==> config.mk <==
export PLATFORM = sky130hd
export DESIGN_NAME = project1
export DESIGN_NICKNAME = d
export VERILOG_FILES = /design/src/rtl/project1.sv
export SDC_FILE = /design/constraint.sdc
export NUM_CORES = 1
export LEC_CHECK = 0
export CORE_MARGIN = 1.5
export CORE_UTILIZATION = 43
export DETAILED_ROUTE_END_ITERATION = 8
export PLACE_DENSITY = 0.86
export SLEW_MARGIN = 0
export SYNTH_ARGS = -nofsm -noshare
export SYNTH_HDL_FRONTEND = slang
export SYNTH_SLANG_ARGS = --single-unit
export TNS_END_PERCENT = 10
==> constraint.sdc <==
create_clock -name clk -period 7.25 [get_ports clk]
set_clock_uncertainty 0.15 [all_clocks]
set_input_delay 1.45 -clock clk [delete_from_list [all_inputs] [get_ports clk]]
set_output_delay 1.45 -clock clk [all_outputs]
set_load 0.05 [all_outputs]
==> src/rtl/project1.sv <==
// Four-digit multiplexed 7-segment driver: scans s3..s0 onto one shared segment
// bus with one digit enable active per slot; every output comes straight from a flop.
module project1 #(
    parameter int REFRESH_DIV    = 1,
    parameter int SEG_ACTIVE_LOW = 1,
    parameter int AN_ACTIVE_LOW  = 1
) (
    input  logic       clk,
    input  logic       clrn,
    input  logic [3:0] s3,
    input  logic [3:0] s2,
    input  logic [3:0] s1,
    input  logic [3:0] s0,
    output logic       a,
    output logic       b,
    output logic       c,
    output logic       d,
    output logic       e,
    output logic       f,
    output logic       g,
    output logic       A1,
    output logic       A2,
    output logic       A3,
    output logic       A4
);

    localparam int DW = (REFRESH_DIV > 1) ? $clog2(REFRESH_DIV) : 1;
    localparam logic [DW-1:0] DIV_LAST = DW'(REFRESH_DIV - 1);
    localparam logic [6:0] SEG_OFF = (SEG_ACTIVE_LOW != 0) ? 7'h7F : 7'h00;
    localparam logic [3:0] AN_OFF  = (AN_ACTIVE_LOW != 0) ? 4'hF : 4'h0;

    logic [DW-1:0] div_q, div_d;
    logic [1:0]    scan_q, scan_d;
    logic [6:0]    seg_q, seg_d;
    logic [3:0]    an_q, an_d;
    logic          tick;
    logic [3:0]    nibble;
    logic [6:0]    pattern;
    logic [3:0]    an_hot;

    function automatic logic [6:0] decode(input logic [3:0] v);
        logic [6:0] p;
        p = 7'h00;
        case (v)
            4'h0: p = 7'h7E;
            4'h1: p = 7'h30;
            4'h2: p = 7'h6D;
            4'h3: p = 7'h79;
            4'h4: p = 7'h33;
            4'h5: p = 7'h5B;
            4'h6: p = 7'h5F;
            4'h7: p = 7'h70;
            4'h8: p = 7'h7F;
            4'h9: p = 7'h7B;
            4'hA: p = 7'h77;
            4'hB: p = 7'h1F;
            4'hC: p = 7'h4E;
            4'hD: p = 7'h3D;
            4'hE: p = 7'h4F;
            default: p = 7'h47;
        endcase
        return p;
    endfunction

    assign tick = (div_q == DIV_LAST);

    // Next slot is computed from the advanced index so the new digit and its
    // nibble land in the output flops on the same edge.
    always_comb begin
        div_d   = tick ? '0 : div_q + 1'b1;
        scan_d  = scan_q + 2'd1;
        nibble  = s3;
        an_hot  = 4'b1000;
        case (scan_d)
            2'd0: begin nibble = s3; an_hot = 4'b1000; end
            2'd1: begin nibble = s2; an_hot = 4'b0100; end
            2'd2: begin nibble = s1; an_hot = 4'b0010; end
            default: begin nibble = s0; an_hot = 4'b0001; end
        endcase
        pattern = decode(nibble);
        seg_d   = (SEG_ACTIVE_LOW != 0) ? ~pattern : pattern;
        an_d    = (AN_ACTIVE_LOW != 0) ? ~an_hot : an_hot;
    end

    always_ff @(posedge clk) begin
        if (!clrn) begin
            div_q  <= '0;
            scan_q <= 2'd3;
            seg_q  <= SEG_OFF;
            an_q   <= AN_OFF;
        end else begin
            div_q <= div_d;
            if (tick) begin
                scan_q <= scan_d;
                seg_q  <= seg_d;
                an_q   <= an_d;
            end
        end
    end

    assign {a, b, c, d, e, f, g} = seg_q;
    assign {A1, A2, A3, A4}      = an_q;

endmodule

# Yosys cells after proc, flatten, opt, wreduce, memory -nomap -nowiden
# Memories as Yosys holds them, arrays and structs flattened.
# Cells that the tools add are included.
[totals]
regBits = 14
mem_bits_ro = 112
out_inout_bits = 11
elab_cells = 15
mem_count = 1
[classes]
n_addsub = 2
eq_ne = 2
mux = 2
bitwise_logic = 2
reduce_logical = 2
[mem_list]
columns = ["name", "depth", "width", "rd", "rd_ports_with_merged_regs", "write_ports", "line", "text"]
rows = [
  ["(no name shown)", 16, 7, 1, 0, 0, "44", "case (v)"],
]
[op_table]
columns = ["operator", "count"]
rows = [
  ["4-bit one-hot mux with 3 select lines", 2],
  ["7-bit inverter", 1],
  ["4-bit inverter", 1],
  ["2-bit by 1-bit adder with 2-bit output, second input constant", 1],
  ["2-bit by 1-bit == test with 1-bit output, second input constant", 1],
  ["2-bit == test, second input constant", 1],
  ["2-bit logical NOT", 1],
  ["2-bit AND reduction", 1],
  ["1-bit adder, second input constant", 1],
]

# Logic depth before layout (Yosys ltp)
# Gate-level depths: netlist of run 1.
# An unclocked memory read counts as a cell.
[logic_depth]
depth_word = 5
depth_mapped = 12
mapped_depth_nobuf = 11

# Least setup slack after synthesis of run 1
# Ideal clock, no wire load.
[synth_timing]
path_kind = "in2reg"
start = "in s1[1]"
end = "reg seg_q[3]"
setup_time_ps = 131
arrival_time_ps = 3001
path_slack_ps = 3967
stages = 9
cell_sequence = "a222oi_1 > nand2_1 > o21ai_0 > inv_1 > ha_1 > mux2i_1 > o221ai_1 > o32ai_1 > a31oi_1"
[synth_between]
elab_chain_len = 3
[synth_rtl]
columns = ["element", "line", "text"]
rows = [
  ["from (decl)", "12", "input logic [3:0] s1,"],
  ["4-bit one-hot mux with 3 select lines", "74", "case (scan_d)"],
  ["memory 16 x 7 bit", "--", ""],
  ["7-bit inverter", "81", "seg_d = (SEG_ACTIVE_LOW != 0) ? ~pattern : pattern;"],
  ["to (signal assigned)", "95", "seg_q <= seg_d;"],
  ["to (decl)", "34", "logic [6:0] seg_q, seg_d;"],
]
# No other way between the ends.
# A chain may end at the register's enable or synchronous reset.

# Worst setup path after layout of run 1
# Ends and elaborated chain as after synthesis.

==> results of run 1 <==
worst min path at each step:
stage	from	slack (ps)	endpoint	depth (start not counted)
after floorplan	scan_q[1]	350	scan_q[1]	2
after global placement	seg_q[4]	300	seg_q[4]	1
after detailed placement	an_q[2]	310	an_q[2]	2
after CTS	an_q[2]	330	an_q[2]	2
after global routing	seg_q[4]	360	seg_q[4]	1
final	an_q[2]	330	an_q[2]	2
metrics by stage:
step	hold WS [ps]	util	worst slack [ps]	cell area [um2]
after floorplan	348.7	-	3967	979.7
after global placement	300.5	0.5797	3431	1270
after detailed placement	310.4	0.5797	3320	1270
after CTS	330.5	0.5962	3630	1306
after global routing	356.0	0.5962	3444	1306
final	325.4	0.5962	3625	1306
power breakdown:
| part | leakage (nW) | switching (mW) | internal, mW |
|---|---|---|---|
| combinational | 0.438 | 0.0864 | 0.0604 |
| sequential | 0.116 | 0.00670 | 0.0864 |
| clock | 0.0210 | 0.0266 | 0.0306 |
| total | 0.575 | 0.120 | 0.177 |
routing by layer:
layer  global-route usage  part of all wire  vias to the layer above
met5                    0                 0                        -
met4              0.08559             0.024                        0
met3              0.04167             0.041                        4
met1               0.2135              0.46                      401
li1                     -                 -                      434
met2               0.2917              0.48                       19
cell usage in the layout, fill, tap and decap left out, drive strengths merged:
cell           netlist  routed
xor2                 1       1
mux2i               12      12
nor2b                2       2
clkbuf               1       4
clkdlybuf4s50        0      28
conb                 1       1
nor3                 2       2
nor4                 1       1
o211ai               1       1
a311oi               1       1
ha                  11      11
o32a                 1       1
and3                 1       1
a22oi                4       4
nand2               12      12
o221ai               1       1
nand2b               1       1
inv                 10      10
a222oi               2       2
o311ai               2       2
nand3                3       3
a21oi                6       6
nor2                 3       3
a21o                 1       1
a31oi                2       2
a22o                 2       2
o32ai                1       1
o21a                 1       1
o21ai                1       1
mux2                 1       1
dfxtp               14      14
kinds of logic after synthesis:
kind of cell	after synthesis
compound gates	26
simple gates	25
flops	14
buf+inv	14
mux	13
fa+ha+maj	11
other cells	1
xor+xnor	1
worst register-to-register path: stages, from the launching register on:
cell	delay [ps]
dfxtp_1	350
inv_1	90
ha_1	430
inv_1	220
o21ai_0	570
inv_1	180
ha_1	370
mux2i_1	160
o221ai_1	120
o32ai_1	230
a31oi_1	60
flip-flops by register name (all words and copies together) (netlist names):
signal / count
div_q: 1
seg_q: 7
scan_q: 2
an_q: 4
cell type report:
class	instances	area (um2)
inverter	10	37.54
timing repair buffer	28	280.3
sequential	14	280.3
tap	28	35.03
clock buffer	4	36.28
multi-input combinational	77	636.9
fill	190	884.6
==> impl_metrics.env, run 1 <==
export IMPL_synth_edf_count=0
export IMPL_viasPerCell=5.329
export IMPL_rr_worst_depth=10
export IMPL_cts_root_buf="clkbuf_4"
export IMPL_hp_class="reg2reg"
export IMPL_powerDensity_nw_per_um2=227.5
export IMPL_clkLatencyLatePin_ps=280
export IMPL_yosys_top_cells_count="14 x dfxtp_1, 12 x mux2i_1, 12 x nand2_1"
export IMPL_fmax_mhz=275.8
export IMPL_cts_tree="done"
export IMPL_routed_wire_length_per_instance_um=12.67
export IMPL_grt_antenna_before_repair=0
export IMPL_grt_pass1_vias=851
export IMPL_power_mw=0.2972
export IMPL_path_clk_slew_ps=90
export IMPL_die_height_um=50.73
export IMPL_syn_to_final_growth_pct=33.33
export IMPL_drc=0
export IMPL_nets=163
export IMPL_layout_drive_gt1_share=0.09774
export IMPL_final_antenna_net_count=0
export IMPL_firstDrtPassIters=5
export IMPL_track_usage=0.1764
export IMPL_dp_cells=157
export IMPL_r2r_slack_ps=4200
export IMPL_cts_buffer_depth=2
export IMPL_synth_most_common_cell="dfxtp_1"
export IMPL_cp_depth=10
export IMPL_synth_cells=105
export IMPL_worst_setup_path_end_kind="flip-flop"
export IMPL_path_max_fanout=6
export IMPL_hold_violations=0
export IMPL_insertedDiodeCount=0
export IMPL_synth_area_top_cells="dfxtp_1 29%, ha_1 14%, mux2i_1 12%, nand2_1 4.6%, a22oi_4 4.3%"
export IMPL_grt_pass1_wl_um=3484
export IMPL_first_iter_violations=13
export IMPL_rr_endpoint="seg_q[3]"
export IMPL_gp_congestion=0.7527
export IMPL_ys_seq_elements=14
export IMPL_slowest_stage="clkdlybuf4s50_1"
export IMPL_yosysTopAreaCell="dfxtp_1"
export IMPL_core_area_um2=2191
export IMPL_path_buf_inv=2
export IMPL_synth_fa_ha_area_frac=0.1405
export IMPL_critPathLaunch="s1[1]"
export IMPL_worstMarginPinSlew_ps=624.7
export IMPL_overflow=0
export IMPL_finalWirelength_um=2040
export IMPL_ir_drop_uv=113.2
export IMPL_cp_arrival_ps=3640
export IMPL_initial_core_util=0.4472
export IMPL_cts_hold_buf=0
export IMPL_synthMuxAreaShare=0.1341
export IMPL_maxCapViolations=0
export IMPL_ys_seq_area_frac=0.2861
export IMPL_yosys_area_share_simple=0.1149
export IMPL_synthFlopType="dfxtp_1"
export IMPL_vias=858
export IMPL_synth_xor_area_frac=0.008940
export IMPL_yosysWarningCount=0
export IMPL_io_buffers=28
export IMPL_slowest_delay_ps=390
export IMPL_cts_buffers=3
export IMPL_slew_violations=0
export IMPL_synthArstFlopShare=0
export IMPL_setup_viol=0
export IMPL_rows=17
export IMPL_crit_end="seg_q[3]"
export IMPL_cp_top_family="compound AO/OA/AOI/OAI gates"
export IMPL_max_slew_margin_rel=0.5791
export IMPL_grt_start_max_net_pins=15
export IMPL_fp_dieArea_um2=2574
export IMPL_io_pins=29
export IMPL_dpl_hpwl_um=1568
export IMPL_syn_num_nets=134
export IMPL_status="finished, final reports clean"
export IMPL_fin_crit_sh=0.5001
export IMPL_post_cts_setup_buffers=0
export IMPL_synth_top_family_by_area="compound AO/OA/AOI/OAI gates"
export IMPL_instances_no_fill=161
export IMPL_synth_top_area_frac=0.2861
export IMPL_cp_required_ps=7270
export IMPL_reg2reg_from="scan_q[0]"
export IMPL_cp_start_kind="input port"
export IMPL_htreeDepth=1
export IMPL_power_leakage_nw=0.5754
export IMPL_die_w_um=50.73
export IMPL_syn_mean_instance_area_um2=9.330
export IMPL_path_class="in2reg"
export IMPL_cts_resized=0
export IMPL_tns_ps=0
export IMPL_numClockSinks=14
export IMPL_rsz0062_at_grt="false"
export IMPL_crit_chain="clkdlybuf4s50_1 > a222oi_1 > nand2_1 > o21ai_0 > inv_1 > ha_1 > mux2i_1 > o221ai_1 > o32ai_1 > a31oi_1"
export IMPL_period_minus_slack_ps=3625
export IMPL_synth_compound_area_frac=0.2478
export IMPL_synth_cell_types=35
export IMPL_syn_area_um2=979.7
No activity file was read; power rests on OpenSTA's default activity.
==> run 2, diff against run 1 <==
- CORE_UTILIZATION: 43 -> 42
- PLACE_DENSITY: 0.86 -> 0.87
- clock period: 7.25 -> 3.3 ns (I/O delays scaled with it)
==> run 2 against run 1 <==
Against the previous run: combinational power up 130%; clock-buffer cell count unchanged; via count up 2.4%; first-iteration DRC count grew 31%; clock power grew 110%; sequential share of layout area shrank 0.12 points; cell count increased by 0.62%; highest routed layer unchanged.
==> impl_metrics.env, run 2 (synthesis results as in run 1) <==
export IMPL_viasPerCell=5.426
export IMPL_grt_start_max_net_pins=15
export IMPL_grt_pass1_vias=930
export IMPL_cts_buffer_depth=2
export IMPL_finalWirelength_um=2279
export IMPL_regMostFlops="seg_q"
export IMPL_grt_pass1_wl_um=3933
export IMPL_path_clk_slew_ps=80
export IMPL_max_slew_margin_rel=0.6221
export IMPL_period_minus_slack_ps=2750
export IMPL_nets=164
export IMPL_layout_drive_gt1_share=0.1045
export IMPL_fmax_mhz=363.7
export IMPL_cp_arrival_ps=2750
export IMPL_fp_dieArea_um2=2631
export IMPL_maxCapViolations=0
export IMPL_critical_path_most_common_cell="inv_1"
export IMPL_track_usage=0.1974
export IMPL_post_cts_setup_buffers=0
export IMPL_fin_crit_sh=0.8333
export IMPL_overflow=0
export IMPL_die_w_um=51.30
export IMPL_syn_to_final_growth_pct=34.10
export IMPL_cts_resized=0
export IMPL_htreeDepth=1
export IMPL_insertedDiodeCount=0
export IMPL_rows=17
export IMPL_hold_violations=0
export IMPL_io_pins=29
export IMPL_utilization=0.5939
export IMPL_hp_class="reg2reg"
export IMPL_clkLatencyLatePin_ps=270
export IMPL_path_class="reg2reg"
export IMPL_status="finished, final reports clean"
export IMPL_crit_chain="inv_1 > ha_1 > inv_1 > o21ai_0 > inv_1 > ha_1 > mux2i_1 > o221ai_1 > o32ai_1 > a31oi_1"
export IMPL_fill_cells=192
export IMPL_final_antenna_net_count=0
export IMPL_cts_buffers=3
export IMPL_largest_reg_flops=7
export IMPL_initial_core_util=0.4429
export IMPL_layout_common_cells="28 x clkdlybuf4s50_1, 14 x dfxtp_1, 12 x nand2_1, 12 x mux2i_1, 11 x ha_1"
export IMPL_numClockSinks=14
export IMPL_gp_congestion=0.8146
export IMPL_io_buffers=28
export IMPL_cp_start_kind="flip-flop"
export IMPL_die_height_um=51.30
export IMPL_grt_antenna_before_repair=0
export IMPL_top_regs="seg_q x7, an_q x4, scan_q x2"
export IMPL_slew_violations=0
export IMPL_dpl_hpwl_um=1782
export IMPL_slowest_delay_ps=430
export IMPL_rsz0062_at_grt="false"
export IMPL_first_iter_violations=17
export IMPL_worstMarginPinSlew_ps=566.1
export IMPL_vias=879
export IMPL_cts_hold_buf=0
export IMPL_cts_tree="done"
export IMPL_path_max_fanout=9
export IMPL_firstDrtPassIters=4
export IMPL_routed_wire_length_per_instance_um=14.07
export IMPL_cp_required_ps=3300
export IMPL_ir_drop_uv=360.4
export IMPL_powerDensity_nw_per_um2=500.3
export IMPL_tns_ps=0
export IMPL_core_area_um2=2212
export IMPL_setup_viol=0
export IMPL_slowest_stage="ha_1"
export IMPL_power_mw=0.6573
export IMPL_mostFrequentLayoutCell="clkdlybuf4s50_1"
export IMPL_power_leakage_nw=0.5802
export IMPL_cts_root_buf="clkbuf_4"
export IMPL_worst_setup_path_end_kind="flip-flop"
export IMPL_drc=0
run 2: changes by cell type in the layout (fill, tap and decap cells not counted), sizes merged:
cell  delta
buf      +1
run 2: stage by stage:
| stage | hold slack, ps | instances | setup WS (ps) | instance area, um2 |
|---|---|---|---|---|
| finish | 330.0 | 162 | 550.1 | 1314 |
| global route | 357.6 | 162 | 303.9 | 1314 |
| CTS | 335.0 | 162 | 573.3 | 1314 |
| detailed placement | 312.1 | 158 | 292.7 | 1277 |
| global placement | 300.3 | 158 | 416.3 | 1277 |
| floorplan | 348.7 | 105 | 756.9 | 979.7 |
run 2: path summary, 6_finish.rpt:
| path | startpoint | endpoint | slack, ps | cells past startpoint |
|---|---|---|---|---|
| max reg2reg | scan_q[0] | seg_q[3] | 550 | 10 |
| max | scan_q[0] | seg_q[3] | 550 | 10 |
| min | seg_q[4] | seg_q[4] | 330 | 1 |
| min reg2reg | seg_q[4] | seg_q[4] | 330 | 1 |
run 2: power by group:
| part | internal [mW] | switching (mW) |
|---|---|---|
| combinational | 0.136 | 0.196 |
| sequential | 0.190 | 0.0152 |
| clock | 0.0671 | 0.0524 |
| total | 0.393 | 0.264 |
run 2: area by class of cell:
| type | instances | area (um2) | share of cell area |
|---|---|---|---|
| flip-flops and latches | 14 | 280.3 | 0.2133 |
| repair buffers | 29 | 287.8 | 0.2190 |
| inverters | 10 | 37.54 | 0.02857 |
| well taps | 28 | 35.03 | 0.02667 |
| multi-input cells | 77 | 636.9 | 0.4848 |
| clock buffers | 4 | 36.28 | 0.02762 |
run 2: per-layer routing:
metal	track usage	vias to the layer above	wire, um
met5	0	-	0
met4	0.1184	0	47
met3	0.04678	6	135
met2	0.3333	34	1179
met1	0.2244	403	916
li1	-	436	-
run 2: worst max-delay path: cells and delay by family, from the launching register on:
| kind | cells | cell delay, ps |
|---|---|---|
| adders and majority gates | 2 | 770 |
| AOI/OAI and AO/OA | 4 | 740 |
| buffers and inverters | 3 | 450 |
| DFF | 1 | 360 |
| muxes | 1 | 150 |
